## src/rtl/rr_ring_arbiter.sv

```systemverilog
// Eight-way round-robin ring arbiter with a hold-until-release grant and a rotating one-hot priority pointer.
// Optional forced release after MAX_HOLD grant cycles is compiled in with `define RR_TIMEOUT_EN.
module rr_ring_arbiter #(
   parameter int N        = 8,
   parameter int MAX_HOLD = 16
) (
   input  logic         clk,
   input  logic         rst_n,
   input  logic         en,
   input  logic [N-1:0] req,
   input  logic         done,
   output logic [N-1:0] grant,
   output logic [2:0]   gnt_id,
   output logic         busy,
   output logic         timeout
);

   typedef enum logic [0:0] {IDLE = 1'b0, GRANT = 1'b1} state_t;

   if (N != 8) begin : g_bad_n
      $error("rr_ring_arbiter supports N == 8 only");
   end
   if (MAX_HOLD < 2 || MAX_HOLD > 255) begin : g_bad_hold
      $error("rr_ring_arbiter MAX_HOLD must lie in 2..255");
   end

   state_t         state_r, state_nxt_s;
   logic [N-1:0]   ptr_r, ptr_nxt_s, base_ptr_s, win_s, grant_nxt_s;
   logic [2:0]     gnt_id_nxt_s;
   logic           busy_nxt_s, timeout_nxt_s;
   logic           owner_req_s, release_s, load_s, forced_s;

   function automatic logic [N-1:0] rotl1(input logic [N-1:0] v);
      return {v[N-2:0], v[N-1]};
   endfunction

   // First set bit of r at or above the one-hot pointer p, wrapping to the lowest set bit.
   function automatic logic [N-1:0] rr_pick(input logic [N-1:0] r, input logic [N-1:0] p);
      logic [N-1:0] masked;
      logic [N-1:0] src;
      masked = r & ~(p - {{(N-1){1'b0}}, 1'b1});
      src    = (masked != {N{1'b0}}) ? masked : r;
      return src & (~src + {{(N-1){1'b0}}, 1'b1});
   endfunction

   function automatic logic [2:0] to_idx(input logic [N-1:0] oh);
      logic [2:0] idx;
      idx = 3'd0;
      for (int i = 0; i < N; i++) begin
         if (oh[i]) idx = idx | 3'(i);
         else       idx = idx;
      end
      return idx;
   endfunction

`ifdef RR_TIMEOUT_EN
   logic [7:0] hold_r;

   assign forced_s = (state_r == GRANT) && (hold_r == 8'(MAX_HOLD - 1));

   // Hold counter: cleared on every fresh grant, counts cycles spent in GRANT.
   always_ff @(posedge clk or negedge rst_n) begin
      if (!rst_n)                 hold_r <= 8'd0;
      else if (load_s)            hold_r <= 8'd0;
      else if (state_r == GRANT)  hold_r <= hold_r + 8'd1;
      else                        hold_r <= 8'd0;
   end
`else
   assign forced_s = 1'b0;
`endif

   // State and pointer registers.
   always_ff @(posedge clk or negedge rst_n) begin
      if (!rst_n) begin
         state_r <= IDLE;
         ptr_r   <= {{(N-1){1'b0}}, 1'b1};
      end else begin
         state_r <= state_nxt_s;
         ptr_r   <= ptr_nxt_s;
      end
   end

   // Next-state logic: release detection, pointer update and winner selection.
   always_comb begin
      owner_req_s = |(req & grant);
      if (state_r == GRANT) release_s = done | ~owner_req_s | forced_s;
      else                  release_s = 1'b0;
      base_ptr_s = release_s ? rotl1(grant) : ptr_r;
      ptr_nxt_s  = base_ptr_s;
      load_s     = en && (req != {N{1'b0}}) && ((state_r == IDLE) || release_s);
      win_s      = rr_pick(req, base_ptr_s);
      if (load_s)                                state_nxt_s = GRANT;
      else if ((state_r == GRANT) && !release_s) state_nxt_s = GRANT;
      else                                       state_nxt_s = IDLE;
   end

   // Output decode: values to be registered alongside the state.
   always_comb begin
      if (load_s)                    grant_nxt_s = win_s;
      else if (state_nxt_s == GRANT) grant_nxt_s = grant;
      else                           grant_nxt_s = {N{1'b0}};
      gnt_id_nxt_s  = to_idx(grant_nxt_s);
      busy_nxt_s    = (state_nxt_s == GRANT);
      // A release is only reported as forced when nothing else would have released it.
      timeout_nxt_s = forced_s & ~done & owner_req_s;
   end

   // Registered outputs.
   always_ff @(posedge clk or negedge rst_n) begin
      if (!rst_n) begin
         grant   <= {N{1'b0}};
         gnt_id  <= 3'd0;
         busy    <= 1'b0;
         timeout <= 1'b0;
      end else begin
         grant   <= grant_nxt_s;
         gnt_id  <= gnt_id_nxt_s;
         busy    <= busy_nxt_s;
         timeout <= timeout_nxt_s;
      end
   end

endmodule

```

## config.mk

```make
export PLATFORM = sky130hd
export DESIGN_NAME = rr_ring_arbiter
export DESIGN_NICKNAME = d
export VERILOG_FILES = /design/src/rtl/rr_ring_arbiter.sv
export SDC_FILE = /design/constraint.sdc
export NUM_CORES = 1
export LEC_CHECK = 0
export BUFFER_PORTS_ARGS = -buffer_cell sky130_fd_sc_hd__buf_2
export CAP_MARGIN = 20
export CORE_MARGIN = 3
export CORE_UTILIZATION = 35
export CTS_BUF_LIST = sky130_fd_sc_hd__clkbuf_4
export CTS_CLUSTER_DIAMETER = 30
export DETAILED_ROUTE_END_ITERATION = 8
export GPL_TIMING_DRIVEN = 0
export PLACE_DENSITY = 0.52
export SLEW_MARGIN = 20
export SYNTH_ARGS = -nofsm -noshare
export SYNTH_HDL_FRONTEND = slang
export SYNTH_SLANG_ARGS = --single-unit
```

## constraint.sdc

```tcl
create_clock -name clk -period 5.4 [get_ports clk]
set_input_delay 1.08 -clock clk [delete_from_list [all_inputs] [get_ports clk]]
set_output_delay 1.08 -clock clk [all_outputs]
set_load 0.05 [all_outputs]
```

==> impl.org, run 1 <==
** Floorplan
- Measured along the x axis, the die boundary spans 72.3 um.
- Starting utilization of the core area :: 0.373
- The region available for standard cell placement spans 4120 um2.
- 25 I/O pins were placed.
- Die Y-Extent :: 72.3 um
- Number of standard-cell rows in the floorplan :: 23
- DIE AREA :: 5220 um2

** Route
- After detailed routing, the average wire length per cell comes to 18.4 um.
- Number of DRC markers in iteration 0 :: 66
- Max Used Layer :: met4
- Detailed-route wire length on metal 1 :: 2020 um
- After detailed routing, the total wire length is 4550 um.
- After detailed routing, the number of remaining DRC violations is 0.
- Detailed routing placed a total of 2180 um of wire on met2.
- Detailed Routing Iterations Pass 1 :: 4
- The count of nets left with antenna violations once routing finished came out at 0.
- Total number of vias :: 1470
- In the routed layout, each cell is associated on average with a via count of 5.95.
- Met3 layer wire length in the routed design :: 312 um

** GRT
- Largest net degree at the start of global routing :: 21
- Wire length of the first global-routing pass :: ~7600 um
- Number of antenna violations at the first check in global routing :: 0
- Overflow after GRT :: 0
- The number of global-route vias before repair was 1480.
- Across every metal layer, demand over resource in global routing totals 0.185.

** Placement
- Last weighted congestion value of the routability-driven placer :: approximately 0.94
- Place WS :: -0.118 ns
- The number of placed instances, taps included, is 243.
- Summed over all nets, the half-perimeter wirelength after detailed placement is 3380 um.
- In this run the tool buffered the top-level ports with 22 buffer cells.
- The placed instances occupy a cell area of 1710 um2.

** Critical path
- Crit-path cells :: buf_2, a22oi_1, a41o_4, nand2_1, clkbuf_2, mux2i_2, ha_1, or3b_1, o31a_1, a2111oi_4, a31oi_2, nand4_1, o21ai_1, a41oi_2, or4b_1
- Counting cells, the worst reg-to-reg path comes to 14.
- Critical path capture point type :: flop
- Worst stage delay on the critical path :: about 0.46 ns
- Crit Reg-Reg Startpoint :: grant[5]
- WS Path Type :: in -> reg
- In this run the worst path has a maximum fanout of 10.
- The largest individual stage delay along the critical path comes from the cell sky130_fd_sc_hd__or3b_1.
- Across all register-to-register paths, the minimum setup slack is 0.73 ns.
- CP required :: roughly 5.6 ns
- STA classifies the critical path startpoint as an input port.
- Arrival time at the worst endpoint :: between 5 and 6 ns
- Endpoint of the worst register-to-register path :: gnt_id[1]

** Logic synthesis
- Of the post-synthesis cell area, the dominant cell type holds 0.309.
- Register bit count reported by yosys :: 20
- In the synthesized netlist the async set-or-reset flop fraction comes to 1.00.
- Fraction of the yosys area taken by sequential cells :: 0.327
- Summed instance area of the synthesized netlist :: roughly 1500 um2
- Net Count, Synth :: 184
- Library cells used by synthesis :: 63
- The synthesized design contains 0 enable-type register cells.
- Most used DFF post-synth :: sky130_fd_sc_hd__dfrtp_1
- Library cell occupying the most area in the post-synthesis netlist :: sky130_fd_sc_hd__dfrtp_1
- The Yosys step of the flow raised 0 warnings.
- Top post-synthesis cells by area :: sky130_fd_sc_hd__dfrtp_1, sky130_fd_sc_hd__nand2_1, sky130_fd_sc_hd__a22oi_2, sky130_fd_sc_hd__nand3_1, sky130_fd_sc_hd__xor2_1
- Synthesized netlist cell count :: 171
- Dividing the synthesized area by the synthesized cell count gives 8.99 um2.

** STA
- Number of setup violations in the final report :: 0
- The number of pins with negative max-slew slack in the final report was 0.
- Min Hold Slack :: between 0.5 and 0.6 ns
- After routing, the total negative slack on setup checks comes to 0 ns.
- Worst max-slew margin expressed relative to the limit :: 0.594
- For this run, the top clock speed supported by timing is 197 MHz.
- Hold Violations, Final :: 0
- Subtracting the final worst setup slack from the clock period gives about 5.1 ns.
- Slew of the pin with the lowest slew margin :: just under 0.6 ns
- Setup repair after global routing left no endpoint under its margin.
- In the finished design, the share of the clock period the worst path needs comes to 0.941.
- Across the routed clock network, the largest skew measured is around 0.0044 ns.
- Fin worst setup slack :: 0.316 ns

** Pwr
- For this design the ratio of total power to cell area is 771 nW/um2.
- Total power draw :: 1.35 mW
- VDD sags by at most 238 uV.
- Static Leak :: 0.870 nW

** CTS
- Inserted Clock Buffers :: 3
- TritonCTS built the clock tree.
- Root buffer cell :: sky130_fd_sc_hd__clkbuf_4
- Number of buffers between clock root and the deepest sink :: 2
- Total number of clock tree sinks :: 20
- H-tree depth :: 1
- At the later pin of the worst-skew pair, clock insertion delay measures 0.31 ns.
- Count of instances resized after the clock tree is built :: 0
- After clock tree synthesis, the flow added hold-fix buffers numbering 0.
- Setup bufs post-CTS :: 0
- Clock slew at the register clock pins of the worst setup and hold paths :: 0.13 ns

** Finish
- The net count of the finished layout is about 210.
- From synthesis to final layout, the design area changed by 13.9%.
- The library cell used most frequently in the layout, excluding fill and tap cells, is sky130_fd_sc_hd__nand2_1.
- Share of final-layout standard cells stronger than drive strength 1 :: 0.274
- The top cell types in the final layout, fill and taps aside, are sky130_fd_sc_hd__nand2_1, sky130_fd_sc_hd__buf_2, sky130_fd_sc_hd__dfrtp_1.
- Layout fillers :: 407
- Summing all flip-flop and latch instances after layout gives 502 um2.
- After routing the design area is between 1500 and 2000 um2.
- Diode count :: 0
- Layout Cells excl Fill :: 247
- Area used by multi-input combinational logic :: between 900 and 1000 um2
- Measured on the finished design, the core utilization comes to 0.425.

** Hold path
- The tightest min-delay check is of the reg -> reg type.
- WHS Endpoint :: ptr_r[7]
- Number of stages on the worst hold path :: 2
- The startpoint identified for the worst hold timing path is ptr_r[7].

** Flow run
- Across the run, the number of max-cap violations was 0.

** Outcome
- Status :: complete, no violations
==> how the worst max path moves through the flow <==
stage                           end  cells after the start  startpoint
after floorplan           gnt_id[1]                     15      req[0]
after global placement    gnt_id[1]                     15      req[5]
after detailed placement  gnt_id[1]                     15      req[5]
after CTS                 gnt_id[1]                     15      req[5]
after global routing      gnt_id[1]                     15      req[5]
final                     gnt_id[1]                     15      req[5]
==> synth_stat cells, types with 2 or more instances <==
master / instances
sky130_fd_sc_hd__nand2_1: 28
sky130_fd_sc_hd__dfrtp_1: 19
sky130_fd_sc_hd__nand3_1: 7
sky130_fd_sc_hd__nor2_1: 7
sky130_fd_sc_hd__a21oi_1: 6
sky130_fd_sc_hd__inv_1: 6
sky130_fd_sc_hd__and3_1: 5
sky130_fd_sc_hd__and2_1: 4
sky130_fd_sc_hd__nor3_1: 4
sky130_fd_sc_hd__o21ai_0: 4
sky130_fd_sc_hd__or3_1: 4
sky130_fd_sc_hd__xor2_1: 4
sky130_fd_sc_hd__a22oi_2: 3
sky130_fd_sc_hd__clkbuf_1: 3
sky130_fd_sc_hd__nand4_1: 3
sky130_fd_sc_hd__o31ai_1: 3
sky130_fd_sc_hd__a211oi_2: 2
sky130_fd_sc_hd__a21o_1: 2
sky130_fd_sc_hd__a22oi_1: 2
sky130_fd_sc_hd__a31oi_2: 2
sky130_fd_sc_hd__a41oi_1: 2
sky130_fd_sc_hd__buf_2: 2
sky130_fd_sc_hd__mux2i_1: 2
sky130_fd_sc_hd__nand2b_1: 2
sky130_fd_sc_hd__nand3b_1: 2
sky130_fd_sc_hd__nor2b_1: 2
sky130_fd_sc_hd__nor4_1: 2
sky130_fd_sc_hd__o21ai_1: 2
sky130_fd_sc_hd__o31a_1: 2
sky130_fd_sc_hd__xnor2_1: 2
==> layout make-up <==
class                      count  area share
multi-input combinational    137       0.560
buffer                         8      0.0264
inverter                       6      0.0129
clock inverter                 1     0.00214
sequential                    20       0.287
timing repair buffer          22      0.0629
tap                           50      0.0357
clock buffer                   3      0.0129
==> flip-flops by register name, summed over array words and instances (netlist names) <==
signal,cells
gnt_id,3
ptr_r,8
grant,8
busy,1
==> layer usage <==
layer | up-vias | track usage
li1 | 694 | -
met1 | 711 | 0.265
met2 | 60 | 0.298
met3 | 5 | 0.0208
met4 | 0 | 0.0438
met5 | - | 0
==> kinds of logic (layout without fill, tap and decap cells) <==
group / after synthesis / in the layout / synth area share
AOI/OAI and AO/OA: 44 / 44 / 0.259
DFF: 20 / 20 / 0.327
adders and majority gates: 1 / 1 / 0.00814
and+or+nand+nor: 81 / 81 / 0.288
buffers and inverters: 14 / 40 / 0.0440
xor gates and xnor gates: 6 / 6 / 0.0342
other: 1 / 1 / 0.00244
muxes: 4 / 4 / 0.0375
==> critical path, delay by kind of cell <==
family,cells,cell delay [ns]
adder cells (fa/ha/maj),1,0.34
multiplexers,1,0.29
buffers and inverters,2,0.41
AO/OA/AOI/OAI,7,1.84
AND/OR/NAND/NOR,4,1.31
==> where the power goes <==
group          switching (mW)  internal, mW  leakage [nW]
Combinational           0.614         0.379         0.586
Clock                  0.0529        0.0270        0.0154
Sequential             0.0768         0.199         0.269
Total                   0.744         0.605         0.870
(Power assumes the default switching activity.)
==> inputs of run 2 (changes only) <==
--- a/config.mk
+++ b/config.mk
@@ -8,12 +8,12 @@
 export BUFFER_PORTS_ARGS = -buffer_cell sky130_fd_sc_hd__buf_2
 export CAP_MARGIN = 20
 export CORE_MARGIN = 3
-export CORE_UTILIZATION = 35
+export CORE_UTILIZATION = 40
 export CTS_BUF_LIST = sky130_fd_sc_hd__clkbuf_4
 export CTS_CLUSTER_DIAMETER = 30
 export DETAILED_ROUTE_END_ITERATION = 8
 export GPL_TIMING_DRIVEN = 0
-export PLACE_DENSITY = 0.52
+export PLACE_DENSITY = 0.58
 export SLEW_MARGIN = 20
 export SYNTH_ARGS = -nofsm -noshare
 export SYNTH_HDL_FRONTEND = slang
==> run 2 against run 1 <==
Flip-flop and latch count is the same. Clock power fell by 6.0%. Worst hold slack improved by 0.0011 ns. Maximum frequency shrank 2.2%. Critical path depth stayed put. Critical endpoint unchanged. Largest power group unchanged. Highest routed layer unchanged.
==> impl.org, run 2 (same netlist as run 1, synthesis figures left out) <==
** Outcome
- The flow ran to the end, and the final reports show no timing, DRC or antenna violations.

** CTS
- Total number of clock tree sinks :: 20
- CTS built an H-tree with a depth of 1.
- Setup bufs post-CTS :: 0
- CTS placed an instance of sky130_fd_sc_hd__clkbuf_4 at the clock tree root.
- Count of instances resized after the clock tree is built :: 0
- For this design, the CTS-stage hold fixing added 0 buffers.
- Insertion delay to the later sink of the worst-skew pair :: 0.31 ns
- Clock slew at the register clock pins of the worst setup and hold paths :: 0.11 ns
- TritonCTS built the clock tree.
- Inserted Clock Buffers :: 3
- Number of buffers between clock root and the deepest sink :: 2

** GRT
- In the global route stage, overall resource usage came out at 0.203.
- Largest net degree at the start of global routing :: 21
- Wire length of the first global-routing pass :: 6890 um
- The initial antenna violation count is 0.
- The number of global-route vias before repair was 1405.
- Overflow after GRT :: 0

** Route
- For this run, the detailed router's first-pass iteration total came to 4.
- Total number of vias :: 1484
- In the routed design, unresolved DRC markers number 0.
- Remaining number of nets flagged by the antenna check after routing :: 0
- In the routed layout, each cell is associated on average with a via count of a little over 6.
- In the final routed layout, each cell accounts on average for 17.8 um.
- Number of DRC markers in iteration 0 :: between 90 and 100
- For this block, the routed nets add up to 4330 um of wire.

** Placement
- At the end of routability-driven placement, the weighted congestion stood at 0.925.
- Placed cells :: 239
- Place WS :: -0.0544 ns
- Once detailed placement completed, the half-perimeter wirelength came to between 3000 and 4000 um.
- Buffers placed on the I/O ports in this run total 22.

** Finish
- Relative to the synthesized area, the layout overhead comes to 12.6%.
- Leaving out fill and tap cells, the most frequent cell in the layout is sky130_fd_sc_hd__nand2_1.
- The repair_antennas step left the layout with diodes totalling 0.
- Share of final-layout standard cells stronger than drive strength 1 :: 0.254
- The top cell types in the final layout, fill and taps aside, are sky130_fd_sc_hd__nand2_1, sky130_fd_sc_hd__buf_2, sky130_fd_sc_hd__dfrtp_1.
- The layout has 360 filler cells.
- At the end of the flow the core is filled with cells to 0.491.
- Number of nets in the layout :: 211
- Layout Cells excl Fill :: 243
- Registers with the most flip-flops :: grant (8), ptr_r (8), gnt_id (3)

** STA
- Dividing the final minimum period by the clock period gives 0.963.
- The number of pins with negative max-slew slack in the final report came to 0.
- Setup TNS :: 0 ns
- Slew of the pin with the lowest slew margin :: 0.579 ns
- The clock period could shrink to 5.20 ns.
- Setup violations remaining at the end of the flow were counted as 0.
- Setup repair after global routing missed its margin :: no
- Worst max-slew margin expressed relative to the limit :: 0.604
- Hold Violations, Final :: 0
- Post-route clock skew :: 0.00863 ns
- Fmax achieved :: 192 MHz
- Fin worst setup slack :: 0.201 ns

** Critical path
- Worst stage delay on the critical path :: 0.46 ns
- Data on the critical path arrives at its endpoint at 5.39 ns.
- CP required :: 5.59 ns
- WS Path Type :: in -> reg
- On the critical path the largest part of the delay comes from compound AO/OA/AOI/OAI gates.
- Along the worst path, the maximum fanout reaches 10.
- Worst setup SP type :: input port
- The critical path goes through buf_2, a22oi_1, a41o_4, nand2_1, clkbuf_1, mux2i_1, ha_1, or3b_1, o31a_1, a2111oi_4, a31oi_2, nand4_1, o21ai_1, a32o_1, or4b_1.
- STA classifies the critical path endpoint as a flop.
- For this design, the slowest cell found on the critical path is sky130_fd_sc_hd__or4b_1.
- Counting both buffers and inverters, the worst setup path holds a total of 2.

** Floorplan
- Number of ports placed on the die boundary :: 25
- The die covers 4620 um2.
- Width of the die :: 68.0 um
- The die is 68.0 um tall.
- After floorplanning, the core was sized to cover 3520 um2.
- Starting utilization of the core area :: 0.436
- Number of standard-cell rows in the floorplan :: 21

** Pwr
- Maximum vdd ir drop :: 226 uV
- Static Leak :: 0.871 nW
- Total power draw :: 1.33 mW
- Power density of the placed cells :: a little under 800 nW/um2

** Hold path
- Hold Path Class :: reg -> reg

** Flow run
- Across the run, the number of max-cap violations was 0.
-- run 2: cell counts in the layout (fill, tap and decap cells not counted) --
Identical to the previous run, type by type.
-- run 2: power by group --
part	switching (mW)	internal (mW)
logic	0.607	0.373
clock network	0.0480	0.0270
registers	0.0776	0.199
-- run 2: worst reg2reg max path: stages (launching register included) --
cell,delay [ns]
sky130_fd_sc_hd__dfrtp_1,0.58
sky130_fd_sc_hd__a22oi_2,0.17
sky130_fd_sc_hd__a41o_4,0.34
sky130_fd_sc_hd__nand2_1,0.11
sky130_fd_sc_hd__clkbuf_1,0.43
sky130_fd_sc_hd__mux2i_1,0.44
sky130_fd_sc_hd__ha_1,0.36
sky130_fd_sc_hd__or3b_1,0.44
sky130_fd_sc_hd__o31a_1,0.29
sky130_fd_sc_hd__a2111oi_4,0.33
sky130_fd_sc_hd__a31oi_2,0.10
sky130_fd_sc_hd__nand4_1,0.28
sky130_fd_sc_hd__o21ai_1,0.11
sky130_fd_sc_hd__a32o_1,0.29
sky130_fd_sc_hd__or4b_1,0.46
-- run 2: area by class of cell --
type | count | area (um2) | share of cell area
plain buffers | 8 | 45.0 | 0.0260
clock buffers | 3 | 22.5 | 0.0130
well taps | 46 | 57.6 | 0.0333
inverters | 6 | 22.5 | 0.0130
clock inverters | 1 | 3.75 | 0.00217
flip-flops and latches | 20 | 502 | 0.290
multi-input cells | 137 | 967 | 0.559
repair buffers | 22 | 110 | 0.0636
-- run 2: metal layers --
layer  up-vias  wire length (um)  track usage
met2        60              1980        0.332
met5         -                 0            0
met4         0                91       0.0769
met1       722              1980        0.272
li1        689                 -            -
met3        13               273       0.0263
-- run 2: final timing paths --
| check | endpoint | depth (start not counted) | start | slack [ns] |
|---|---|---|---|---|
| min in group asynchronous | ptr_r[5] | 1 | rst_n | 0.69 |
| hold / removal | ptr_r[7] | 2 | ptr_r[7] | 0.52 |
| max in group asynchronous | ptr_r[0] | 1 | rst_n | 4.37 |
| setup / recovery | gnt_id[1] | 15 | req[5] | 0.20 |
| setup reg to reg | gnt_id[1] | 14 | grant[2] | 0.53 |
| hold reg to reg | ptr_r[7] | 2 | ptr_r[7] | 0.52 |
-- run 2: per-stage QoR --
| stage | hold slack (ns) | cell area, um2 |
|---|---|---|
| after floorplan | 0.467 | 1540 |
| after global placement | 0.489 | 1700 |
| after detailed placement | 0.492 | 1700 |
| after CTS | 0.518 | 1730 |
| after global routing | 0.568 | 1730 |
| final | 0.521 | 1730 |
